--- src/rtl/fetch_sequencer_if.sv ---
// fetch_sequencer_if: instruction-memory, decode and execute signals of the fetch sequencer
interface fetch_sequencer_if #(
  parameter int PC_W = 64
);
  logic            imem_rd;
  logic [PC_W-1:0] imem_addr;
  logic [7:0]      imem_rdata;
  logic [31:0]     instr;
  logic [PC_W-1:0] instr_pc;
  logic            instr_valid;
  logic            instr_ready;
  logic            ex_done;
  logic            pc_src;
  logic [PC_W-1:0] branch_addr;
  logic            halted;
  logic            fault;
  logic [31:0]     retired;
  modport master (
    output imem_rd, imem_addr, instr, instr_pc, instr_valid, halted, fault, retired,
    input  imem_rdata, instr_ready, ex_done, pc_src, branch_addr
  );
  modport slave (
    input  imem_rd, imem_addr, instr, instr_pc, instr_valid, halted, fault, retired,
    output imem_rdata, instr_ready, ex_done, pc_src, branch_addr
  );
endinterface

--- src/rtl/fetch_sequencer.sv ---
// fetch_sequencer: multicycle byte-wide instruction fetch with decode handshake and PC update
module fetch_sequencer #(
  parameter int              PC_W     = 64,
  parameter logic [PC_W-1:0] RESET_PC = '0
) (
  input logic               clk,
  input logic               reset,
  fetch_sequencer_if.master bus
);
  typedef enum logic [2:0] {FETCH, LAST, ISSUE, WAIT, HALT} state_t;
  localparam logic [31:0] NOP = 32'hD503201F;
  state_t          state_q, state_d;
  logic [1:0]      bcnt_q, bcnt_d;
  logic [PC_W-1:0] pc_q, pc_d;
  logic [31:0]     instr_q, instr_d;
  logic [31:0]     retired_q, retired_d;
  logic            fault_q, fault_d;
  logic [4:0]      sh;
  // State register; reset restarts fetching at RESET_PC even mid-fetch
  always_ff @(posedge clk) begin
    if (reset) begin
      state_q   <= FETCH;
      bcnt_q    <= '0;
      pc_q      <= RESET_PC;
      instr_q   <= NOP;
      retired_q <= '0;
      fault_q   <= 1'b0;
    end else begin
      state_q   <= state_d;
      bcnt_q    <= bcnt_d;
      pc_q      <= pc_d;
      instr_q   <= instr_d;
      retired_q <= retired_d;
      fault_q   <= fault_d;
    end
  end
  // Byte bcnt-1 arrives while byte bcnt is being requested
  assign sh = {bcnt_q - 2'd1, 3'b000};
  // Next-state: byte assembly, HALT detection, handshake and PC update
  always_comb begin
    state_d   = state_q;
    bcnt_d    = bcnt_q;
    pc_d      = pc_q;
    instr_d   = instr_q;
    retired_d = retired_q;
    fault_d   = fault_q;
    case (state_q)
      FETCH: begin
        if (bcnt_q != 2'd0) instr_d[sh +: 8] = bus.imem_rdata;
        bcnt_d  = bcnt_q + 2'd1;
        state_d = (bcnt_q == 2'd3) ? LAST : FETCH;
      end
      LAST: begin
        instr_d[31:24] = bus.imem_rdata;
        bcnt_d         = 2'd0;
        state_d        = ({bus.imem_rdata, instr_q[23:21]} == 11'h7FF) ? HALT : ISSUE;
      end
      ISSUE: state_d = bus.instr_ready ? WAIT : ISSUE;
      WAIT: begin
        if (bus.ex_done) begin
          retired_d = retired_q + 32'd1;
          if (bus.pc_src && bus.branch_addr[1:0] != 2'b00) begin
            fault_d = 1'b1;
            state_d = HALT;
          end else begin
            pc_d    = bus.pc_src ? bus.branch_addr : pc_q + PC_W'(4);
            bcnt_d  = 2'd0;
            state_d = FETCH;
          end
        end
      end
      default: state_d = HALT;
    endcase
  end
  assign bus.imem_rd     = (state_q == FETCH) && !reset;
  assign bus.imem_addr   = pc_q + PC_W'(bcnt_q);
  assign bus.instr       = instr_q;
  assign bus.instr_pc    = pc_q;
  assign bus.instr_valid = (state_q == ISSUE) && !reset;
  assign bus.halted      = (state_q == HALT);
  assign bus.fault       = fault_q;
  assign bus.retired     = retired_q;
endmodule

--- src/flat_wrapper.sv ---
// flat-port wrapper written by rule: the top's interface ports become plain ports
module fetch_sequencer_flat 
#(
  parameter int              PC_W     = 64,
  parameter logic [PC_W-1:0] RESET_PC = '0
)
  (clk, reset, bus_imem_rd, bus_imem_addr, bus_instr, bus_instr_pc, bus_instr_valid, bus_halted, bus_fault, bus_retired, bus_imem_rdata, bus_instr_ready, bus_ex_done, bus_pc_src, bus_branch_addr);
  fetch_sequencer_if #(.PC_W(PC_W)) bus_i ();
  input logic clk;
  input logic reset;
  output wire logic [$bits(bus_i.imem_rd)-1:0] bus_imem_rd;
  output wire logic [$bits(bus_i.imem_addr)-1:0] bus_imem_addr;
  output wire logic [$bits(bus_i.instr)-1:0] bus_instr;
  output wire logic [$bits(bus_i.instr_pc)-1:0] bus_instr_pc;
  output wire logic [$bits(bus_i.instr_valid)-1:0] bus_instr_valid;
  output wire logic [$bits(bus_i.halted)-1:0] bus_halted;
  output wire logic [$bits(bus_i.fault)-1:0] bus_fault;
  output wire logic [$bits(bus_i.retired)-1:0] bus_retired;
  input wire logic [$bits(bus_i.imem_rdata)-1:0] bus_imem_rdata;
  input wire logic [$bits(bus_i.instr_ready)-1:0] bus_instr_ready;
  input wire logic [$bits(bus_i.ex_done)-1:0] bus_ex_done;
  input wire logic [$bits(bus_i.pc_src)-1:0] bus_pc_src;
  input wire logic [$bits(bus_i.branch_addr)-1:0] bus_branch_addr;
  assign bus_imem_rd = bus_i.imem_rd;
  assign bus_imem_addr = bus_i.imem_addr;
  assign bus_instr = bus_i.instr;
  assign bus_instr_pc = bus_i.instr_pc;
  assign bus_instr_valid = bus_i.instr_valid;
  assign bus_halted = bus_i.halted;
  assign bus_fault = bus_i.fault;
  assign bus_retired = bus_i.retired;
  assign bus_i.imem_rdata = bus_imem_rdata;
  assign bus_i.instr_ready = bus_instr_ready;
  assign bus_i.ex_done = bus_ex_done;
  assign bus_i.pc_src = bus_pc_src;
  assign bus_i.branch_addr = bus_branch_addr;
  fetch_sequencer #(.PC_W(PC_W), .RESET_PC(RESET_PC)) u_core (.clk(clk), .reset(reset), .bus(bus_i));
endmodule
--- config.mk ---
export PLATFORM = sky130hd
export DESIGN_NAME = fetch_sequencer_flat
export DESIGN_NICKNAME = d
export VERILOG_FILES = /design/src/rtl/fetch_sequencer_if.sv /design/src/rtl/fetch_sequencer.sv /design/src/flat_wrapper.sv
export SDC_FILE = /design/constraint.sdc
export NUM_CORES = 1
export LEC_CHECK = 0
export ABC_AREA = 0
export CELL_PAD_IN_SITES_DETAIL_PLACEMENT = 0
export CELL_PAD_IN_SITES_GLOBAL_PLACEMENT = 1
export CORE_MARGIN = 2
export CORE_UTILIZATION = 36
export CTS_CLUSTER_SIZE = 25
export DETAILED_ROUTE_END_ITERATION = 7
export PLACE_DENSITY_LB_ADDON = 0.05
export SLEW_MARGIN = 10
export SYNTH_ARGS = -nofsm -noshare
export SYNTH_HDL_FRONTEND = slang
export SYNTH_SLANG_ARGS = --single-unit
--- constraint.sdc ---
create_clock -name clk -period 6 [get_ports clk]
set_input_delay 1.2 -clock clk [delete_from_list [all_inputs] [get_ports clk]]
set_output_delay 1.2 -clock clk [all_outputs]
set_load 0.01 [all_outputs]
Word level (Yosys, flattened, before mapping)
Index checks and enable logic that the tools add are counted.
- output and inout bits: 196
- word-level logic and storage cells: 53
- flip-flop bits (word level): 134
- bits of input ports: 77
- muxes and demuxes: 13
- add/subtract/negate cells: 6
- equal/unequal tests: 9
- shifts and indexed selects: 2
- reduce and logical (&&, ||, !) cells: 15
- bitwise logic cells: 1
- operators with widths (kind ; count):
    64-bit by 2-bit adder with 64-bit output ; 1
    64-bit by 3-bit adder with 64-bit output (second input constant) ; 1
    64-bit 2-to-1 mux ; 1
    32-bit by 1-bit adder with 32-bit output (second input constant) ; 1
    32-bit bitwise mux ; 1
    32-bit 2-to-1 mux ; 1
    8-bit by 7-bit variable shift with 32-bit output (first input constant) ; 1
    8-bit by 7-bit indexed part select with 32-bit output ; 1
    8-bit case mux with 2 select lines ; 1
    3-bit case mux with 4 select lines ; 1
    11-bit == test (second input constant) ; 1
    3-bit 2-to-1 mux ; 3
    3-bit AND reduction ; 3
    5-bit negator with 7-bit output ; 1
    3-bit by 2-bit == test with 1-bit output (second input constant) ; 2
    2-bit case mux with 3 select lines ; 1
    2-bit AND reduction ; 3
    2-bit nonzero test ; 3
    2-bit 2-to-1 mux ; 2
    2-bit != test (second input constant) ; 2
    3-bit by 1-bit == test with 1-bit output (second input constant) ; 1
    3-bit == test (second input constant) ; 1
    1-bit logical AND ; 3
    3-bit logical NOT ; 1
    8 further kinds ; 9

Logic depth before layout (Yosys ltp)
- depth after elaboration: 6
- mapped depth: 8
- mapped depth without buffers: 7

Least setup slack after synthesis
OpenSTA, ideal clock, no wires.
- kind: reg2out
- start point: register u_core.pc_q[2], in the netlist u_core.bus.instr_pc[2]
- end point: output bus_imem_addr[60]
- arrival time: 2.220 ns
- setup slack: 2.580 ns
- stages on the path, launching flop included: 8
- cells stage by stage: dfxtp_1 > ha_1 > nand3_1 > clkbuf_1 > nor3_1 > nand3b_1 > nor3_1 > xor2_1
- longest elaborated chain between the ends: 1
- RTL lines (element ; RTL line ; source):
    from (decl) ; fetch_sequencer.sv:14 ; logic [PC_W-1:0] pc_q, pc_d;
    from (signal assigned) ; fetch_sequencer.sv:31 ; pc_q <= pc_d;
    64-bit by 2-bit adder with 64-bit output ; fetch_sequencer.sv:76 ; assign bus.imem_addr = pc_q + PC_W'(bcnt_q);
    to (decl) ; flat_wrapper.sv:12 ; output wire logic [$bits(bus_i.imem_addr)-1:0] bus_imem_addr;
No other way between the ends.

Final worst setup path
- start point: register u_core.pc_q[2], in the netlist u_core.bus.instr_pc[2]
- end point: output bus_imem_addr[62]
The elaborated chain is that of the path after synthesis.

==> impl_metrics.json <==
{
  "grt_pass1_wl_mm": 56.2,
  "fin_nets": 1457,
  "path_depth": 7,
  "crit_path_end_kind": "output pin",
  "die_height_um": 160,
  "wl_per_cell_um": 21.6,
  "cp.arrival_ps": 3880,
  "viasPerCell": 5.79,
  "cts_root_buffer": "clkbuf_16",
  "cp_max_fo": 14,
  "dieArea_um2": 25500,
  "fillers": 2400,
  "ioPinCount": 273,
  "relSlewSlack": 0.326,
  "crit_chain": "ha_1 -> nand3_1 -> nor4_4 -> nand3_1 -> nor4_1 -> xor2_1 -> clkdlybuf4s50_1",
  "startpoint": "u_core.bus.instr_pc[2]$_SDFFE_PP0P_",
  "synthesis.nets": 1241,
  "core_um2": 23600,
  "grt_pass1_vias": 9504,
  "final_cell_mix": "clkdlybuf4s50_1, dfxtp_1, nand2_1, nor2_1, nand3_1",
  "clockBufferDepth": 2,
  "grt_overflow": 0,
  "post_route_cells_drive_above_1_share": 0.0593,
  "clk_pin_slew_ps": 70,
  "ir_drop_uv": 159,
  "crit_type": "reg -> out",
  "routed_wl_mm": 36.7,
  "grt_max_degree": 89,
  "grt_antenna_before_repair": 0,
  "synthArstFlopShare": 0,
  "numCtsBuffers": 17,
  "synth_edf_count": 0,
  "rr_endpoint": "u_core.bus.instr_pc[38]$_SDFFE_PP0P_",
  "r2r_slack_ps": 2760,
  "synth.cell_area_um2": 8730,
  "cts_setup_buffers": 0,
  "synthFlopType": "dfxtp_1",
  "postCtsHoldBufs": 0,
  "cts_tree": "yes",
  "grtUsageTotal": 0.279,
  "fin_crit_ps": 5080,
  "slowest_delay_ps": 570,
  "grt_setup_unrepaired": "false",
  "avgSynthCellArea_um2": 7.57,
  "power_density_nw_per_um2": 186,
  "cts_resized": 0,
  "place.gp.congestion": 0.875,
  "critical_path.top_delay_family": "simple AND/OR/NAND/NOR gates",
  "setup_viol": 0,
  "num_vias": 9852,
  "dp_hpwl_mm": 26.0,
  "hold_violations": 0,
  "multiInputGateArea_um2": 5580,
  "worst_setup_path_start_kind": "register",
  "worstPathRequired_ps": 4800,
  "first_pass_iters": 7,
  "cp-endpoint": "bus_imem_addr[62]",
  "yosysWarnings": 0,
  "worst_pin_slew_ps": 1010,
  "chipWidth_um": 160,
  "drv_cap": 0,
  "drt_iter0_drc": 838,
  "syn_inst": 1153,
  "skew_ps": 12.6,
  "route.detailed.drc": 0,
  "initial_utilization": 0.370,
  "rows": 56,
  "slowest_stage": "nand3_1",
  "p_leak_nw": 3.99,
  "ys_types": 74,
  "fin_cells": 1701,
  "mostFrequentLayoutCell": "clkdlybuf4s50_1",
  "min_path_type": "reg -> reg",
  "fin_crit_sh": 0.847,
  "seqCellArea_um2": 2680,
  "crit_top_cell": "nand3_1",
  "ant_nets": 0,
  "synth-seq-cells": 134,
  "port_buffers": 272,
  "h-tree-depth": 4,
  "maxClockFrequency_ghz": 0.197,
  "critPathBufInv": 1,
  "cts.sinks": 134,
  "antenna_cells": 0,
  "area_growth_pct": 39.8,
  "slew_viol_final": 0,
  "reg2reg_depth": 6,
  "dpl.cell_count": 1669,
  "outcome": "finished clean",
  "yosysSeqAreaShare": 0.307,
  "tns_ps": 0,
  "clk-insertion-delay-late_ps": 430,
  "rr_startpoint": "u_core.bus.instr_pc[2]$_SDFFE_PP0P_"
}
-- tightest hold or removal path: cells and delay by family (launching register included) --
family          cells  cell delay, ps
flops               1             310
simple gates        1              50
compound gates      1              50
-- final cells by class --
class | count | area share
clock buffer | 19 | 0.0363
clock inverter | 13 | 0.0132
inverter | 22 | 0.00677
multi-input combinational | 903 | 0.457
sequential | 134 | 0.220
tap | 319 | 0.0327
timing repair buffer | 291 | 0.234
-- kinds of logic after synthesis --
kind of cell | count (synthesis) | synth area share
xor gates and xnor gates | 86 | 0.0863
and+or+nand+nor | 561 | 0.339
adders and majority gates | 11 | 0.0166
AOI/OAI and AO/OA | 223 | 0.170
muxes | 22 | 0.0260
buffers and inverters | 116 | 0.0543
DFF | 134 | 0.307
-- Yosys cell counts, types with 5 or more instances --
cell type,n,area (um2)
a21o_1,5,37.5
nor2b_1,6,37.5
a211oi_1,6,45.0
o21a_1,6,45.0
dfxtp_1,134,2680
a32o_1,5,50.1
inv_1,21,78.8
clkbuf_1,56,210
o31a_1,6,52.6
o21ai_0,46,230
o211ai_1,16,120
o311ai_0,8,70.1
mux2i_1,17,170
and4_1,12,105
xor2_1,43,377
or4_1,16,120
or3_1,18,113
and2_1,7,43.8
mux2_2,5,56.3
xnor2_1,43,377
a21oi_1,55,275
nand3_1,88,440
a31oi_1,11,68.8
buf_1,7,26.3
ha_1,10,125
and3_1,13,81.3
nand4_1,57,357
nand2_1,124,465
nor3_1,58,290
nor2_1,96,360
o31ai_1,7,52.6
a22oi_1,15,113
nor4_1,33,206
buf_2,28,140
-- where the power goes --
part	switching (W)	internal (W)	total, W
combinational	0.000123	0.000110	0.000233
clock	0.000472	0.000639	0.00111
sequential	0.0000172	0.000904	0.000922
-- flip-flops by register name (all words and copies together), names as in the netlist --
register / flops
u_core.bus.fault: 1
u_core.bus.instr_pc: 64
u_core.state_q: 3
u_core.bus.retired: 32
u_core.bus.instr: 32
u_core.bcnt_q: 2
-- per-layer routing --
metal,part of all wire,vias up,track usage
met5,0,-,0
met4,0.024,0,0.0888
met3,0.090,55,0.0748
met2,0.46,453,0.452
met1,0.42,4658,0.361
li1,-,4686,-
-- per-stage QoR --
stage	power, W	worst slack [ps]	hold WS, ps	cell area (um2)	utilization
after detailed placement	0.00117	1450	445	11600	0.491
final	0.00226	921	453	12200	0.517
after global placement	0.00117	1500	439	11600	0.491
after CTS	0.00228	967	454	12200	0.517
after global routing	0.00233	690	480	12200	0.517
after floorplan	0.00105	2580	476	8730	-
-- worst min-delay path by stage --
stage                                      startpoint                                 to  cells past startpoint
floorplan           u_core.bus.instr[18]$_SDFFE_PP0P_  u_core.bus.instr[18]$_SDFFE_PP0P_                      2
global placement     u_core.bus.instr[5]$_SDFFE_PP0P_   u_core.bus.instr[5]$_SDFFE_PP0P_                      2
detailed placement  u_core.bus.instr[18]$_SDFFE_PP0P_  u_core.bus.instr[18]$_SDFFE_PP0P_                      2
CTS                 u_core.bus.instr[18]$_SDFFE_PP0P_  u_core.bus.instr[18]$_SDFFE_PP0P_                      2
global route        u_core.bus.instr[20]$_SDFFE_PP0P_  u_core.bus.instr[20]$_SDFFE_PP0P_                      2
finish              u_core.bus.instr[18]$_SDFFE_PP0P_  u_core.bus.instr[18]$_SDFFE_PP0P_                      2
(Power assumes the default switching activity.)
